## config.mk

```make
export PLATFORM = sky130hd
export DESIGN_NAME = mem_mult_engine
export DESIGN_NICKNAME = d
export VERILOG_FILES = /design/src/rtl/mult_pkg.sv /design/src/rtl/booth_mul_core.sv /design/src/rtl/mem_mult_engine.sv
export SDC_FILE = /design/constraint.sdc
export NUM_CORES = 1
export LEC_CHECK = 0
export ABC_CLOCK_PERIOD_IN_PS = 4800
export CELL_PAD_IN_SITES_DETAIL_PLACEMENT = 1
export CELL_PAD_IN_SITES_GLOBAL_PLACEMENT = 1
export CORE_MARGIN = 4
export CORE_UTILIZATION = 32
export DETAILED_ROUTE_END_ITERATION = 10
export PLACE_DENSITY_LB_ADDON = 0.05
export SLEW_MARGIN = 0
export SYNTH_ARGS = -nofsm -noshare
export SYNTH_HDL_FRONTEND = slang
export SYNTH_SLANG_ARGS = --single-unit
```

## constraint.sdc

```tcl
create_clock -name clk -period 4.8 [get_ports clk]
set_input_delay 0.48 -clock clk [delete_from_list [all_inputs] [get_ports clk]]
set_output_delay 0.48 -clock clk [all_outputs]
set_load 0.02 [all_outputs]
```

## src/rtl/mult_pkg.sv

```systemverilog
// Shared state encoding and timing helper for the memory-mapped multiplier engine.
package mult_pkg;

  typedef enum logic [2:0] {IDLE, LOAD, MUL, STORE, DONE} state_t;

  // Cycles spent on one operand pair: load 2B+1, multiply 8B, store 2B.
  function automatic int lat_per_pair(input int b);
    return 12 * b + 1;
  endfunction

endpackage

```

## src/rtl/booth_mul_core.sv

```systemverilog
// Iterative N-cycle multiplier: radix-2 Booth recoding when SIGNED, plain shift-add otherwise.
module booth_mul_core #(
  parameter int N      = 16,
  parameter bit SIGNED = 1'b1
) (
  input  logic           clk,
  input  logic           reset,
  input  logic           load,
  input  logic [N-1:0]   mcand,
  input  logic [N-1:0]   mplier,
  output logic [2*N-1:0] product,
  output logic           valid
);

  localparam int CW = $clog2(N + 1);

  logic [N-1:0]  mcand_reg;
  logic [N:0]    hi_reg;
  logic [N-1:0]  lo_reg;
  logic          qm1_reg;
  logic [CW-1:0] cnt_reg;
  logic          valid_reg;

  logic [N-1:0]  m_cur;
  logic [N:0]    m_ext;
  logic [N:0]    hi_cur;
  logic [N-1:0]  lo_cur;
  logic          qm1_cur;
  logic [N:0]    sum;

  // The load cycle already performs the first step, so the product is final
  // after exactly N edges and valid is seen during the N-th cycle.
  always_comb begin
    m_cur   = load ? mcand : mcand_reg;
    m_ext   = SIGNED ? {m_cur[N-1], m_cur} : {1'b0, m_cur};
    hi_cur  = load ? '0 : hi_reg;
    lo_cur  = load ? mplier : lo_reg;
    qm1_cur = load ? 1'b0 : qm1_reg;
    sum     = hi_cur;
    if (SIGNED) begin
      case ({lo_cur[0], qm1_cur})
        2'b01:   sum = hi_cur + m_ext;
        2'b10:   sum = hi_cur - m_ext;
        default: sum = hi_cur;
      endcase
    end else if (lo_cur[0]) begin
      sum = hi_cur + m_ext;
    end
  end

  always_ff @(posedge clk) begin
    if (reset) begin
      mcand_reg <= '0;
      hi_reg    <= '0;
      lo_reg    <= '0;
      qm1_reg   <= 1'b0;
      cnt_reg   <= '0;
      valid_reg <= 1'b0;
    end else begin
      valid_reg <= 1'b0;
      if (load || cnt_reg != '0) begin
        hi_reg  <= {(SIGNED ? sum[N] : 1'b0), sum[N:1]};
        lo_reg  <= {sum[0], lo_cur[N-1:1]};
        qm1_reg <= lo_cur[0];
      end
      if (load) begin
        mcand_reg <= mcand;
        cnt_reg   <= CW'(N - 1);
        valid_reg <= (N == 1);
      end else if (cnt_reg != '0) begin
        cnt_reg   <= cnt_reg - CW'(1);
        valid_reg <= (cnt_reg == CW'(1));
      end
    end
  end

  assign product = {hi_reg[N-1:0], lo_reg};
  assign valid   = valid_reg;

endmodule

```

## src/rtl/mem_mult_engine.sv

```systemverilog
// Memory-mapped multiplier: streams operand pairs from byte memory, multiplies,
// and writes full-width products back big-endian.
module mem_mult_engine #(
  parameter int OP_BYTES  = 2,
  parameter int NUM_PAIRS = 16,
  parameter int SRC_BASE  = 0,
  parameter int DST_BASE  = 64,
  parameter int ADDR_W    = 8,
  parameter bit SIGNED    = 1'b1
) (
  input  logic              clk,
  input  logic              reset,
  input  logic              start,
  output logic [ADDR_W-1:0] mem_addr,
  output logic              mem_rd_en,
  input  logic [7:0]        mem_rdata,
  output logic              mem_wr_en,
  output logic [7:0]        mem_wdata,
  output logic              busy,
  output logic              done
);
  import mult_pkg::*;

  localparam int N  = 8 * OP_BYTES;
  localparam int NB = 2 * OP_BYTES;
  localparam int CW = $clog2(NB + 1);
  localparam int PW = (NUM_PAIRS > 1) ? $clog2(NUM_PAIRS) : 1;

  state_t            state_reg;
  logic [PW-1:0]     pair_idx_reg;
  logic [CW-1:0]     byte_cnt_reg;
  logic [2*N-1:0]    opnd_reg;
  logic [2*N-1:0]    opnd_next;
  logic [2*N-1:0]    prod_reg;
  logic [ADDR_W-1:0] src_ptr_reg;
  logic [ADDR_W-1:0] dst_ptr_reg;
  logic              start_reg;
  logic              rd_pend_reg;
  logic              core_load;
  logic              core_valid;
  logic [2*N-1:0]    core_product;

  // Read data arrives one cycle after the request; the final byte is folded in
  // combinationally so the multiplier can start on the same edge it lands.
  assign opnd_next = rd_pend_reg ? {opnd_reg[2*N-9:0], mem_rdata} : opnd_reg;
  assign core_load = (state_reg == LOAD) && (byte_cnt_reg == CW'(NB));

  booth_mul_core #(.N(N), .SIGNED(SIGNED)) u_core (
    .clk     (clk),
    .reset   (reset),
    .load    (core_load),
    .mcand   (opnd_next[2*N-1:N]),
    .mplier  (opnd_next[N-1:0]),
    .product (core_product),
    .valid   (core_valid)
  );

  always_ff @(posedge clk) begin
    if (reset) begin
      state_reg    <= IDLE;
      pair_idx_reg <= '0;
      byte_cnt_reg <= '0;
      opnd_reg     <= '0;
      prod_reg     <= '0;
      src_ptr_reg  <= '0;
      dst_ptr_reg  <= '0;
      start_reg    <= 1'b0;
      rd_pend_reg  <= 1'b0;
      mem_addr     <= '0;
      mem_rd_en    <= 1'b0;
      mem_wr_en    <= 1'b0;
      mem_wdata    <= '0;
      busy         <= 1'b0;
      done         <= 1'b0;
    end else begin
      // Start only counts when sampled while idle or finished.
      start_reg   <= start && (state_reg == IDLE || state_reg == DONE);
      rd_pend_reg <= mem_rd_en;
      opnd_reg    <= opnd_next;
      case (state_reg)
        IDLE, DONE: begin
          if (start_reg) begin
            state_reg    <= LOAD;
            pair_idx_reg <= '0;
            byte_cnt_reg <= '0;
            busy         <= 1'b1;
            done         <= 1'b0;
            mem_rd_en    <= 1'b1;
            mem_addr     <= ADDR_W'(SRC_BASE);
            src_ptr_reg  <= ADDR_W'(SRC_BASE + NB);
            dst_ptr_reg  <= ADDR_W'(DST_BASE);
          end
        end
        LOAD: begin
          byte_cnt_reg <= byte_cnt_reg + CW'(1);
          if (byte_cnt_reg < CW'(NB - 1)) mem_addr <= mem_addr + ADDR_W'(1);
          else mem_rd_en <= 1'b0;
          if (byte_cnt_reg == CW'(NB)) begin
            state_reg    <= MUL;
            byte_cnt_reg <= '0;
          end
        end
        MUL: begin
          if (core_valid) begin
            state_reg    <= STORE;
            byte_cnt_reg <= '0;
            mem_wr_en    <= 1'b1;
            mem_addr     <= dst_ptr_reg;
            mem_wdata    <= core_product[2*N-1 -: 8];
            prod_reg     <= core_product << 8;
          end
        end
        STORE: begin
          if (byte_cnt_reg == CW'(NB - 1)) begin
            mem_wr_en    <= 1'b0;
            byte_cnt_reg <= '0;
            dst_ptr_reg  <= dst_ptr_reg + ADDR_W'(NB);
            if (pair_idx_reg == PW'(NUM_PAIRS - 1)) begin
              state_reg <= DONE;
              busy      <= 1'b0;
              done      <= 1'b1;
            end else begin
              state_reg    <= LOAD;
              pair_idx_reg <= pair_idx_reg + PW'(1);
              mem_rd_en    <= 1'b1;
              mem_addr     <= src_ptr_reg;
              src_ptr_reg  <= src_ptr_reg + ADDR_W'(NB);
            end
          end else begin
            byte_cnt_reg <= byte_cnt_reg + CW'(1);
            mem_addr     <= mem_addr + ADDR_W'(1);
            mem_wdata    <= prod_reg[2*N-1 -: 8];
            prod_reg     <= prod_reg << 8;
          end
        end
        default: state_reg <= IDLE;
      endcase
    end
  end

endmodule

```

==> results of run 1 <==
-- stage by stage --
step / instance area, um2 / hold WS (ps) / std cells / power [uW]
2_1_floorplan: 7910 / 427.0 / 983 / 2836
3_3_place_gp: 8477 / 442.8 / 1285 / 3355
3_5_place_dp: 8477 / 446.9 / 1285 / 3354
4_1_cts: 9037 / 456.9 / 1317 / 4685
5_1_grt: 9040 / 474.8 / 1317 / 4944
6_report: 9040 / 453.2 / 1317 / 4631
-- area by class of cell --
| cell class | instances | share of cell area |
|---|---|---|
| flip-flops and latches | 155 | 0.3434 |
| clock inverters | 15 | 0.01495 |
| clock buffers | 17 | 0.04706 |
| multi-input cells | 747 | 0.4985 |
| repair buffers | 45 | 0.04540 |
| inverters | 14 | 0.005813 |
| well taps | 324 | 0.04484 |
-- worst paths after layout --
kind,start,endpoint,slack (ps)
worst max-delay path,state_reg[0]$_SDFFE_PP0P_,u_core.hi_reg[12]$_SDFFE_PP0P_,520
worst min register to register,done$_SDFFE_PP0P_,done$_SDFFE_PP0P_,450
worst max register to register,state_reg[0]$_SDFFE_PP0P_,u_core.hi_reg[12]$_SDFFE_PP0P_,520
worst min-delay path,done$_SDFFE_PP0P_,done$_SDFFE_PP0P_,450
-- power by group --
part	internal, uW	switching (uW)	total (uW)
registers	1410	131	1550
clock network	682	624	1310
logic	652	1130	1780
total	2750	1880	4630
-- worst max-delay path, stage by stage, from the launching register on --
cell and delay (ps):
dfxtp_1 440, nor3b_2 510, nand2_2 210, a21oi_1 330
ha_1 270, o21a_1 190, a21oi_1 90, xor2_1 160
ha_1 340, a2111oi_0 570, a211oi_1 190, o21bai_1 240
a21boi_1 100, or3_1 310, a41o_1 220
-- Yosys cell counts, types with 4 or more instances --
cell and n:
dfxtp_1 155, o22a_1 5, nand4_1 5, clkbuf_1 55, a211oi_1 28, nor3_1 17
nand2_1 104, or3_1 7, a21o_1 5, a31oi_1 8, xnor2_1 16, a22oi_1 6
o21ai_0 23, and2_1 16, buf_2 4, a311oi_1 25, nand3_1 50, mux2i_1 36
o21a_1 5, nor2_1 161, buf_1 6, inv_1 14, xor2_1 26, and3_1 20
or4_1 4, o21ai_1 9, nand2b_1 5, nor2b_1 6, ha_1 28, a21oi_1 80
-- repair_timing --
item	4_1_cts	5_1_grt
hold buffers	0	0
resized for setup	0	1
setup buffers	0	0
endpoints found under the hold margin	0	0
setup endpoints to repair	0	1
-- kinds of logic after synthesis --
| logic type | synth area share |
|---|---|
| compound gates | 0.1870 |
| xor+xnor | 0.04650 |
| fa+ha+maj | 0.04682 |
| buf+inv | 0.04097 |
| flops | 0.3923 |
| mux | 0.04698 |
| simple gates | 0.2395 |
-- routing by layer --
| metal | routed length, um | GRT usage | vias up |
|---|---|---|---|
| li1 | - | - | 3465 |
| met1 | 12700 | 0.2693 | 3456 |
| met2 | 12140 | 0.3176 | 52 |
| met3 | 494 | 0.02829 | 14 |
| met4 | 232 | 0.04499 | 0 |
| met5 | 0 | 0 | - |
==> impl_metrics.json, run 1 <==
{
  "status": "completed",
  "ys.flop_type": "dfxtp_1",
  "post_drt_wl_per_cell_um": 19.42,
  "largest_register_ffs": 32,
  "setup_violations": 0,
  "max-slew-margin-rel": 0.3245,
  "ctsRootBufferMaster": "clkbuf_16",
  "dpl.hpwl_um": 18350,
  "ioPinCount": 31,
  "via_per_inst": 5.305,
  "cts_sinks": 155,
  "fin_ws_ps": 515.9,
  "syn_to_final_growth_pct": 14.28,
  "synth-seq-cells": 155,
  "synth_top_area_frac": 0.3923,
  "yosysSeqAreaShare": 0.3923,
  "synth_enable_flop_cells": 0,
  "start_kind": "register",
  "worstMarginPinSlew_ps": 1013,
  "grt_max_degree": 86,
  "whs_path_depth": 2,
  "clk_latency_ps": 430,
  "irDropWorstVdd_mv": 0.2978,
  "final_common_cell": "nor2_1",
  "final_nets": 1020,
  "dieWidth_um": 165.2,
  "num_rows": 57,
  "place_ws_ps": 486.1,
  "synth_cells": 983,
  "multi_input_area_um2": 4507,
  "wirelength_um": 25570,
  "die_h_um": 165.2,
  "drive_above_1_share": 0.06445,
  "hp-class": "reg2reg",
  "cts_tree": "yes",
  "hold_viol_final": 0,
  "slew_violations": 0,
  "clock_skew_ps": 10.89,
  "clk_path_buf_depth": 2,
  "fmax_ghz": 0.2334,
  "clk_pin_slew_ps": 70,
  "netlist_top_cells_area": "dfxtp_1 (39%), nor2_1 (7.6%), a21oi_1 (5.1%), nand2_1 (4.9%), mux2i_1 (4.6%)",
  "regArea_um2": 3104,
  "r2r_cells": 14,
  "fillers": 2892,
  "grt_pass1_vias": 7052,
  "period_minus_slack_ps": 4284,
  "critPathMaxFanout": 9,
  "cts_buffers": 17,
  "gp_congestion": 0.8002,
  "worstSetupEndpointType": "register",
  "cp.required_ps": 5120,
  "die-area_um2": 27300,
  "antenna_found_initial": 0,
  "io_buffers": 30,
  "synth_nets": 1023,
  "yosysUniqueCellTypes": 66,
  "diodes": 0,
  "finalCritPeriodShare": 0.8925,
  "p_leak_uw": 0.003105,
  "drt_iter0_markers": 365,
  "synth_warnings": 0,
  "drt_pre_antenna_iters": 6,
  "tns_ps": 0,
  "power.density_nw_per_um2": 512.3,
  "drc": 0,
  "worstSetupPathType": "reg2reg",
  "arrival_ps": 4610,
  "final_cell_mix": "nor2_1 (159), dfxtp_1 (154), nand2_1 (103)",
  "grt_pass1_wl_um": 40930,
  "htreeDepth": 4,
  "syn_avg_cell_area_um2": 8.047,
  "start_util": 0.3253,
  "cap_violations": 0,
  "rsz0062_at_grt": "no",
  "mappedNetlistArea_um2": 7910,
  "drtAntennaViolNets": 0,
  "core-area_um2": 24320,
  "synth-async-reset-ratio": 0,
  "grt_usage": 0.1936,
  "post-route-util": 0.3717,
  "vias": 6987,
  "synth_top_cell_by_area": "dfxtp_1",
  "grt_remaining_overflow": 0
}
(Power assumes the default switching activity.)
==> run 2: changes to the inputs <==
--- a/config.mk
+++ b/config.mk
@@ -6,7 +6,7 @@
 export NUM_CORES = 1
 export LEC_CHECK = 0
 export ABC_CLOCK_PERIOD_IN_PS = 4800
-export CELL_PAD_IN_SITES_DETAIL_PLACEMENT = 1
+export CELL_PAD_IN_SITES_DETAIL_PLACEMENT = 0
 export CELL_PAD_IN_SITES_GLOBAL_PLACEMENT = 1
 export CORE_MARGIN = 4
 export CORE_UTILIZATION = 32
==> run 2 against run 1 <==
Against the previous run:
- clock-buffer cell count is 1 higher
- sequential share of layout area is 0.16 points lower
- design area is 0.47% higher
- power is 2.0% higher
- critical endpoint unchanged
- highest routed layer unchanged
==> impl_metrics.json, run 2 (synthesis results as in run 1) <==
{
  "status": "completed",
  "grt_max_degree": 86,
  "start_util": 0.3253,
  "period_minus_slack_ps": 4272,
  "hp-class": "reg2reg",
  "drt_iter0_markers": 374,
  "combPwrFrac": 0.371,
  "cts_buffers": 17,
  "ctsRootBufferMaster": "clkbuf_16",
  "grt_usage": 0.1879,
  "tns_ps": 0,
  "cts_tree": "yes",
  "vias": 6871,
  "worstSetupEndpointType": "register",
  "dieWidth_um": 165.2,
  "cts_setup_buffers": 0,
  "io_buffers": 30,
  "critPathMaxFanout": 9,
  "clk_latency_ps": 430,
  "cts_sinks": 155,
  "gp_congestion": 0.8002,
  "multi_input_area_um2": 4507,
  "arrival_ps": 4590,
  "largest_register_ffs": 32,
  "swShare": 0.3858,
  "antenna_found_initial": 0,
  "worstSetupPathType": "reg2reg",
  "die_h_um": 165.2,
  "regToRegSetupSlack_ps": 530,
  "p_int_uw": 2902,
  "ioPinCount": 31,
  "cts_resized": 0,
  "wirelength_um": 24870,
  "via_per_inst": 5.225,
  "clock_skew_ps": 14.45,
  "power.density_nw_per_um2": 520.1,
  "holdBufCountCts": 0,
  "p_leak_uw": 0.003129,
  "cap_violations": 0,
  "worstMarginPinSlew_ps": 996.1,
  "p_switching_uw": 1822,
  "start_kind": "register",
  "setup_violations": 0,
  "final_cell_mix": "nor2_1 (159), dfxtp_1 (154), nand2_1 (103)",
  "diodes": 0,
  "drt_pre_antenna_iters": 5,
  "fmax_ghz": 0.2341,
  "drtAntennaViolNets": 0,
  "dpl.hpwl_um": 17610,
  "drive_above_1_share": 0.06256,
  "die-area_um2": 27300,
  "grt_pass1_vias": 6813,
  "fillers": 2577,
  "final_nets": 1020,
  "grt_remaining_overflow": 0,
  "pwr-share-seq": 0.328,
  "core-area_um2": 24320,
  "final_common_cell": "nor2_1",
  "grt_pass1_wl_um": 39590,
  "drc": 0,
  "slew_violations": 0,
  "regArea_um2": 3104,
  "clk_path_buf_depth": 2,
  "syn_to_final_growth_pct": 14.82,
  "rsz0062_at_grt": "no",
  "fin_hold_ws_ps": 450.0,
  "hold_viol_final": 0,
  "irDropWorstVdd_mv": 0.2033,
  "finalCritPeriodShare": 0.8901,
  "cp.required_ps": 5120,
  "max-slew-margin-rel": 0.3359,
  "power.share.clock": 0.302,
  "post_drt_wl_per_cell_um": 18.91,
  "num_rows": 57,
  "clk_pin_slew_ps": 60,
  "htreeDepth": 4
}
## run 2: critical path: stages (launching register included)
cell and delay, ps:
dfxtp_1 440, nor3b_2 500, nand2_2 210, a21oi_1 340, ha_1 300, o21a_1 200, a21oi_1 90, xor2_1 160
ha_1 330, a2111oi_0 560, a211oi_1 200, o21bai_1 210, a21boi_1 90, or3_1 310, a41o_1 230
## run 2: cell type report
cell class,instances,area share
Tap cell,324,0.04463
Clock inverter,12,0.01805
Inverter,14,0.005786
Clock buffer,18,0.04835
Timing Repair Buffer,45,0.04519
Sequential cell,155,0.3418
Multi-Input combinational cell,747,0.4962
## run 2: path summary, 6_finish.rpt
check                       startpoint                             end  cells after the start
max          state_reg[0]$_SDFFE_PP0P_  u_core.hi_reg[12]$_SDFFE_PP0P_                     14
max reg2reg  state_reg[0]$_SDFFE_PP0P_  u_core.hi_reg[12]$_SDFFE_PP0P_                     14
min                  done$_SDFFE_PP0P_               done$_SDFFE_PP0P_                      2
min reg2reg          done$_SDFFE_PP0P_               done$_SDFFE_PP0P_                      2
## run 2: stage by stage
step	power, uW	setup slack [ps]	util	instance area (um2)	instances
finish	4724	527.7	0.3735	9082	1315
global route	5028	181.6	0.3735	9082	1315
CTS	4769	498.3	0.3734	9080	1315
detailed placement	3331	526.7	0.3486	8477	1285
global placement	3355	587.3	0.3486	8477	1285
floorplan	2836	236.5	-	7910	983
## run 2: power by group through the flow
stage               clock (uW)  sequential (uW)  combinational [uW]
floorplan                    0             1530                1310
global placement             0             1570                1780
detailed placement           0             1570                1760
CTS                       1460             1550                1760
global route              1510             1560                1950
finish                    1430             1550                1750
## run 2: routing by layer
metal | track usage | part of all wire | up-vias
li1 | - | - | 3468
met1 | 0.2576 | 0.49 | 3306
met2 | 0.3112 | 0.48 | 87
met3 | 0.03450 | 0.028 | 10
met4 | 0.03592 | 0.0085 | 0
met5 | 0 | 0 | -
==> run 3: changes to the inputs <==
--- a/config.mk
+++ b/config.mk
@@ -10,6 +10,7 @@
 export CELL_PAD_IN_SITES_GLOBAL_PLACEMENT = 1
 export CORE_MARGIN = 4
 export CORE_UTILIZATION = 32
+export CTS_CLUSTER_SIZE = 25
 export DETAILED_ROUTE_END_ITERATION = 10
 export PLACE_DENSITY_LB_ADDON = 0.05
 export SLEW_MARGIN = 0
==> results of run 3 <==
Same layout as run 2: the final DEF is identical, and so are final timing and power.
